### src/rtl/alu_issue_ctrl.sv
// Sequential initiator for a combinational ALU: launches registered operands,
// waits a fixed settle window, captures result/flags and returns them on a valid/ready channel.
module alu_issue_ctrl #(
    parameter int WIDTH         = 32,
    parameter int SETTLE_CYCLES = 4
) (
    input  logic             clk,
    input  logic             reset,
    input  logic             req_valid,
    output logic             req_ready,
    input  logic [WIDTH-1:0] req_a,
    input  logic [WIDTH-1:0] req_b,
    input  logic [2:0]       req_cmd,
    output logic [WIDTH-1:0] alu_a,
    output logic [WIDTH-1:0] alu_b,
    output logic [2:0]       alu_cmd,
    input  logic [WIDTH-1:0] alu_result,
    input  logic             alu_carryout,
    input  logic             alu_overflow,
    output logic             resp_valid,
    input  logic             resp_ready,
    output logic [WIDTH-1:0] resp_result,
    output logic             resp_carry,
    output logic             resp_ovf,
    output logic             resp_zero,
    output logic             busy
);

    localparam logic [1:0] ST_IDLE   = 2'd0;
    localparam logic [1:0] ST_SETTLE = 2'd1;
    localparam logic [1:0] ST_RESP   = 2'd2;

    localparam logic [2:0] CMD_ADD = 3'd0;
    localparam logic [2:0] CMD_SUB = 3'd1;

    localparam logic [7:0] CNT_LOAD = 8'(SETTLE_CYCLES - 1);

    logic [1:0]       state_q, state_d;
    logic [7:0]       cnt_q, cnt_d;
    logic [WIDTH-1:0] alu_a_q, alu_a_d;
    logic [WIDTH-1:0] alu_b_q, alu_b_d;
    logic [2:0]       alu_cmd_q, alu_cmd_d;
    logic             resp_valid_q, resp_valid_d;
    logic [WIDTH-1:0] resp_result_q, resp_result_d;
    logic             resp_carry_q, resp_carry_d;
    logic             resp_ovf_q, resp_ovf_d;
    logic             resp_zero_q, resp_zero_d;
    logic             arith_cmd;

    // Carry and overflow only mean something for the adder commands.
    assign arith_cmd = (alu_cmd_q == CMD_ADD) || (alu_cmd_q == CMD_SUB);

    always_comb begin
        state_d       = state_q;
        cnt_d         = cnt_q;
        alu_a_d       = alu_a_q;
        alu_b_d       = alu_b_q;
        alu_cmd_d     = alu_cmd_q;
        resp_valid_d  = resp_valid_q;
        resp_result_d = resp_result_q;
        resp_carry_d  = resp_carry_q;
        resp_ovf_d    = resp_ovf_q;
        resp_zero_d   = resp_zero_q;

        case (state_q)
            ST_IDLE: begin
                if (req_valid) begin
                    alu_a_d   = req_a;
                    alu_b_d   = req_b;
                    alu_cmd_d = req_cmd;
                    cnt_d     = CNT_LOAD;
                    state_d   = ST_SETTLE;
                end
            end
            ST_SETTLE: begin
                if (cnt_q == 8'd0) begin
                    resp_result_d = alu_result;
                    resp_carry_d  = arith_cmd & alu_carryout;
                    resp_ovf_d    = arith_cmd & alu_overflow;
                    resp_zero_d   = (alu_result == '0);
                    resp_valid_d  = 1'b1;
                    state_d       = ST_RESP;
                end else begin
                    cnt_d = cnt_q - 8'd1;
                end
            end
            ST_RESP: begin
                if (resp_ready) begin
                    resp_valid_d = 1'b0;
                    state_d      = ST_IDLE;
                end
            end
            default: begin
                state_d = ST_IDLE;
            end
        endcase
    end

    always_ff @(posedge clk) begin
        if (reset) begin
            state_q       <= ST_IDLE;
            cnt_q         <= 8'd0;
            alu_a_q       <= '0;
            alu_b_q       <= '0;
            alu_cmd_q     <= 3'd0;
            resp_valid_q  <= 1'b0;
            resp_result_q <= '0;
            resp_carry_q  <= 1'b0;
            resp_ovf_q    <= 1'b0;
            resp_zero_q   <= 1'b0;
        end else begin
            state_q       <= state_d;
            cnt_q         <= cnt_d;
            alu_a_q       <= alu_a_d;
            alu_b_q       <= alu_b_d;
            alu_cmd_q     <= alu_cmd_d;
            resp_valid_q  <= resp_valid_d;
            resp_result_q <= resp_result_d;
            resp_carry_q  <= resp_carry_d;
            resp_ovf_q    <= resp_ovf_d;
            resp_zero_q   <= resp_zero_d;
        end
    end

    assign req_ready   = (state_q == ST_IDLE);
    assign busy        = (state_q != ST_IDLE);
    assign alu_a       = alu_a_q;
    assign alu_b       = alu_b_q;
    assign alu_cmd     = alu_cmd_q;
    assign resp_valid  = resp_valid_q;
    assign resp_result = resp_result_q;
    assign resp_carry  = resp_carry_q;
    assign resp_ovf    = resp_ovf_q;
    assign resp_zero   = resp_zero_q;

endmodule

### config.mk
export PLATFORM = sky130hd
export DESIGN_NAME = alu_issue_ctrl
export DESIGN_NICKNAME = d
export VERILOG_FILES = /design/src/rtl/alu_issue_ctrl.sv
export SDC_FILE = /design/constraint.sdc
export NUM_CORES = 1
export LEC_CHECK = 0
export CORE_ASPECT_RATIO = 1.75
export CORE_UTILIZATION = 40
export DETAILED_ROUTE_END_ITERATION = 8
export GPL_TIMING_DRIVEN = 0
export PLACE_DENSITY = 0.85
export SYNTH_ARGS = -nofsm -noshare
export SYNTH_HDL_FRONTEND = slang
export SYNTH_SLANG_ARGS = --single-unit
### constraint.sdc
create_clock -name clk -period 2 [get_ports clk]
set_input_delay 0.4 -clock clk [delete_from_list [all_inputs] [get_ports clk]]
set_output_delay 0.4 -clock clk [all_outputs]
set_load 0.02 [all_outputs]
==> impl_results.md <==
- Buffer depth of the longest clock path: 2
- Rows: between 40 and 50
- Count leader, synth: nand2_1
- Critical Path Start Type: input pin
- Initial DRC Count: roughly 190
- Reg2Reg Depth: 8
- VDD IR-drop max: ~0.75 mV
- GR Util met3: about 7.7%
- Clk network pwr share: 39.0%
- # Max-Cap Violations: 0
- Worst Max-Slew Pin Slew: 0.647 ns
- Area contributors post-synth: dfxtp_1 (54%), nand2_1 (18%), a21oi_1 (13%)
- Final number of max-transition violations: 0
- M1 GR Usage: roughly a quarter
- CTS tree: built
- Post-Syn Area: roughly 4200 um^2
- Crit path kind: input pin to flop
- Filler instances: 790
- Post-synth EDFFs: 0
- Crit end category: flop
- Fin crit share: approximately 92%
- Headroom to the max-slew limit: 56.4%
- Mapped Cells: around 530
- H-tree Lvls: 4
- Syn-to-layout area delta: 69.1%
- TritonCTS buffer count: 17
- Int Pwr: between 5 and 6 mW
- Ant diodes: 0
- Final Hold Violating Endpoints: 0
- Power Density: roughly 1100 nW/um^2
- All-Layer GR Usage: between 20% and 30%
- RSZ-0062 raised after global routing: false
- Post-Synth Simple-Gate Area: 24.6%
- Root Driver: clkbuf_16
- Port-buffer cells: about 210
- Async S/R FF share, synth: 0%
- CTS clk-pin slew, worst paths: approximately 0.06 ns
- Clk Latency, worst-skew pair: 0.40 ns
- Crit Path Max Fanout: 2
- First-pass GRT wire length: 20.7 mm
- GPL Wtd Cong: 0.822
- Synth area leader: dfxtp_1
- Outcome: finished clean
- # setup viols final: 0
- Reg area: 2260 um^2
- Maximum clock frequency: ~540 MHz
- Post-DR wirelength/cell: approximately 15 um
- Area share of the largest cell type after synthesis: 54.1%
- Post-route ant nets: 0
- GR Overflow Total: 0
- Leakage power: between 2 and 3 nW
- Ys Warns: 0
- Vias: between 4000 and 5000
- Vias in the first global route: between 4000 and 5000
- Synth cell types: 39
- HP Class: flop to flop
- Setup TNS after final layout: 0 ns
- Top FF cell, synth: dfxtp_1
- #FFs+latches synth: around 110
- Core ar.: between 10000 and 15000 um^2
- I/O pin total: 210
- Area of the multi-input gates: between 1500 and 2000 um^2
- Vias per cell: 5.01
- Num Clock Sinks: approximately 110
- DIE HEIGHT: between 100 and 150 um
- Syn_nets: roughly 630
- Layout cell share with drive strength beyond 1: between 7 and 8%
- Mean Syn Cell Area: ~8 um^2
- WHS Path Cells: 2
- Top post-synthesis cells by count: nand2_1 (203), dfxtp_1 (113), a21oi_1 (109)
- Reg power frac: ~34%
- Pre-Repair DR Iteration Count: 4
- Hpwl dp: approximately 10 mm
- Die Span X: around 79 um
- Complex-gate fraction of the synthesized area: around 16%
- Combinational family with the most area after synthesis: simple AND/OR/NAND/NOR gates
- Final Power: around 7.9 mW
- Antenna violations before repair: 0
- Req. time, crit path: around 2.3 ns
- Final wirelength: 13.4 mm
- Comb pwr share: between 20% and 30%
- Final net count: between 800 and 900
- Psw: ~2.4 mW
- Clk_skew: approximately 0.012 ns
- Multiplexer share of the synthesized area: less than 1%
- Switching Share: 30.3%
- Xor/xnor share of the synthesized area: less than 1%
- Die area: 10900 um^2
- # DRC: 0
- CP arrival: about 2.2 ns
- GRT busiest layer: met2
- Sequential area share after synthesis: between 50% and 60%
- Initial core utilization: roughly two fifths
- Hold buffers post-CTS: 0
- Min cycle time layout: 1.85 ns
- Largest net degree at the start of global routing: 17
- Met2 Usage GRT: between 40 and 50%
- Synth Area in Adders: less than 1%
power by group through the flow:
stage / Combinational [mW] / Sequential, mW / Clock (mW)
after floorplan: 0.892 / 3.00 / 0
after global placement: 2.04 / 2.74 / 0
after detailed placement: 2.09 / 2.75 / 0
after CTS: 2.12 / 2.71 / 3.15
after global routing: 2.30 / 2.75 / 3.26
final: 2.11 / 2.72 / 3.09
placed cells by master, fill, tap and decap left out, types with 2 or more instances in the layout:
master	synthesis	routed
nor4_1	7	7
bufinv_16	0	3
nand2_1	203	203
dfxtp_1	113	112
or4_1	4	4
clkbuf_16	0	17
nand2b_1	2	2
o31ai_1	2	2
clkdlybuf4s50_1	0	206
inv_1	4	4
ha_1	2	2
nor3_1	3	3
or3_1	3	3
buf_4	4	6
clkbuf_1	25	25
a21oi_1	109	109
inv_6	0	4
clkinv_2	0	2
o21ai_0	3	3
nand3_1	2	2
nand4_1	2	2
nor2_1	9	8
clkinv_4	0	4
o21bai_1	2	2
buf_2	7	7
logic make-up (layout without fill, tap and decap cells):
group	count (synthesis)	after routing
xor+xnor	1	1
buf+inv	41	283
flops	113	113
fa+ha+maj	2	2
simple gates	245	245
mux	1	1
compound gates	123	123
state kept, by name, indices dropped and copies added, names as in the netlist:
signal       cells
cnt_q            8
alu_cmd          3
state_q          2
resp_ovf         1
alu_b           32
resp_result     32
resp_carry       1
resp_valid       1
alu_a           32
resp_zero        1
critical path: stages:
cell and delay (ns):
clkdlybuf4s50_1 0.45, nor4_1 0.51, nand4_1 0.13, or4_1 0.52, o21ai_1 0.16
path summary, 6_finish.rpt:
check	startpoint	endpoint	slack, ns
setup / recovery	alu_result[28]	resp_zero	0.15
hold / removal	resp_result[9]	resp_result[9]	0.45
setup reg to reg	cnt_q[0]	resp_result[17]	0.16
hold reg to reg	resp_result[9]	resp_result[9]	0.45
area by class of cell:
class	instances	area share [%]
Tap cell	127	2.25
Clock buffer	18	6.22
Buffer	37	2.41
Clock inverter	14	2.51
Sequential cell	113	32.0
Multi-Input combinational cell	372	24.7
Inverter	4	0.213
Timing Repair Buffer	210	29.7
through the flow:
step                      instances  cell area, um^2  worst slack (ns)  utilization [%]  hold slack (ns)
after global placement          861             6420            -0.210             62.7            0.442
after CTS                       895             7060          0.000592             68.9            0.453
after detailed placement        861             6420            -0.227             62.7            0.446
after global routing            895             7070           0.00460             69.0            0.473
final                           895             7070             0.152             69.0            0.453
after floorplan                 526             4180             0.313                -            0.480
layer usage:
layer,up-vias,share of wire [%],wire [um]
li1,2198,-,-
met1,2057,35,4640
met2,211,55,7440
met3,16,7.9,1070
met4,0,2.0,269
met5,-,0,0
timing repair:
action | 4_1_cts | 5_1_grt
setup buffers | 2 | 0
resized for setup | 4 | 2
pin swaps | 1 | 0
setup endpoints to repair | 23 | 34
Note: power is estimated with default switching activity, not from simulation.
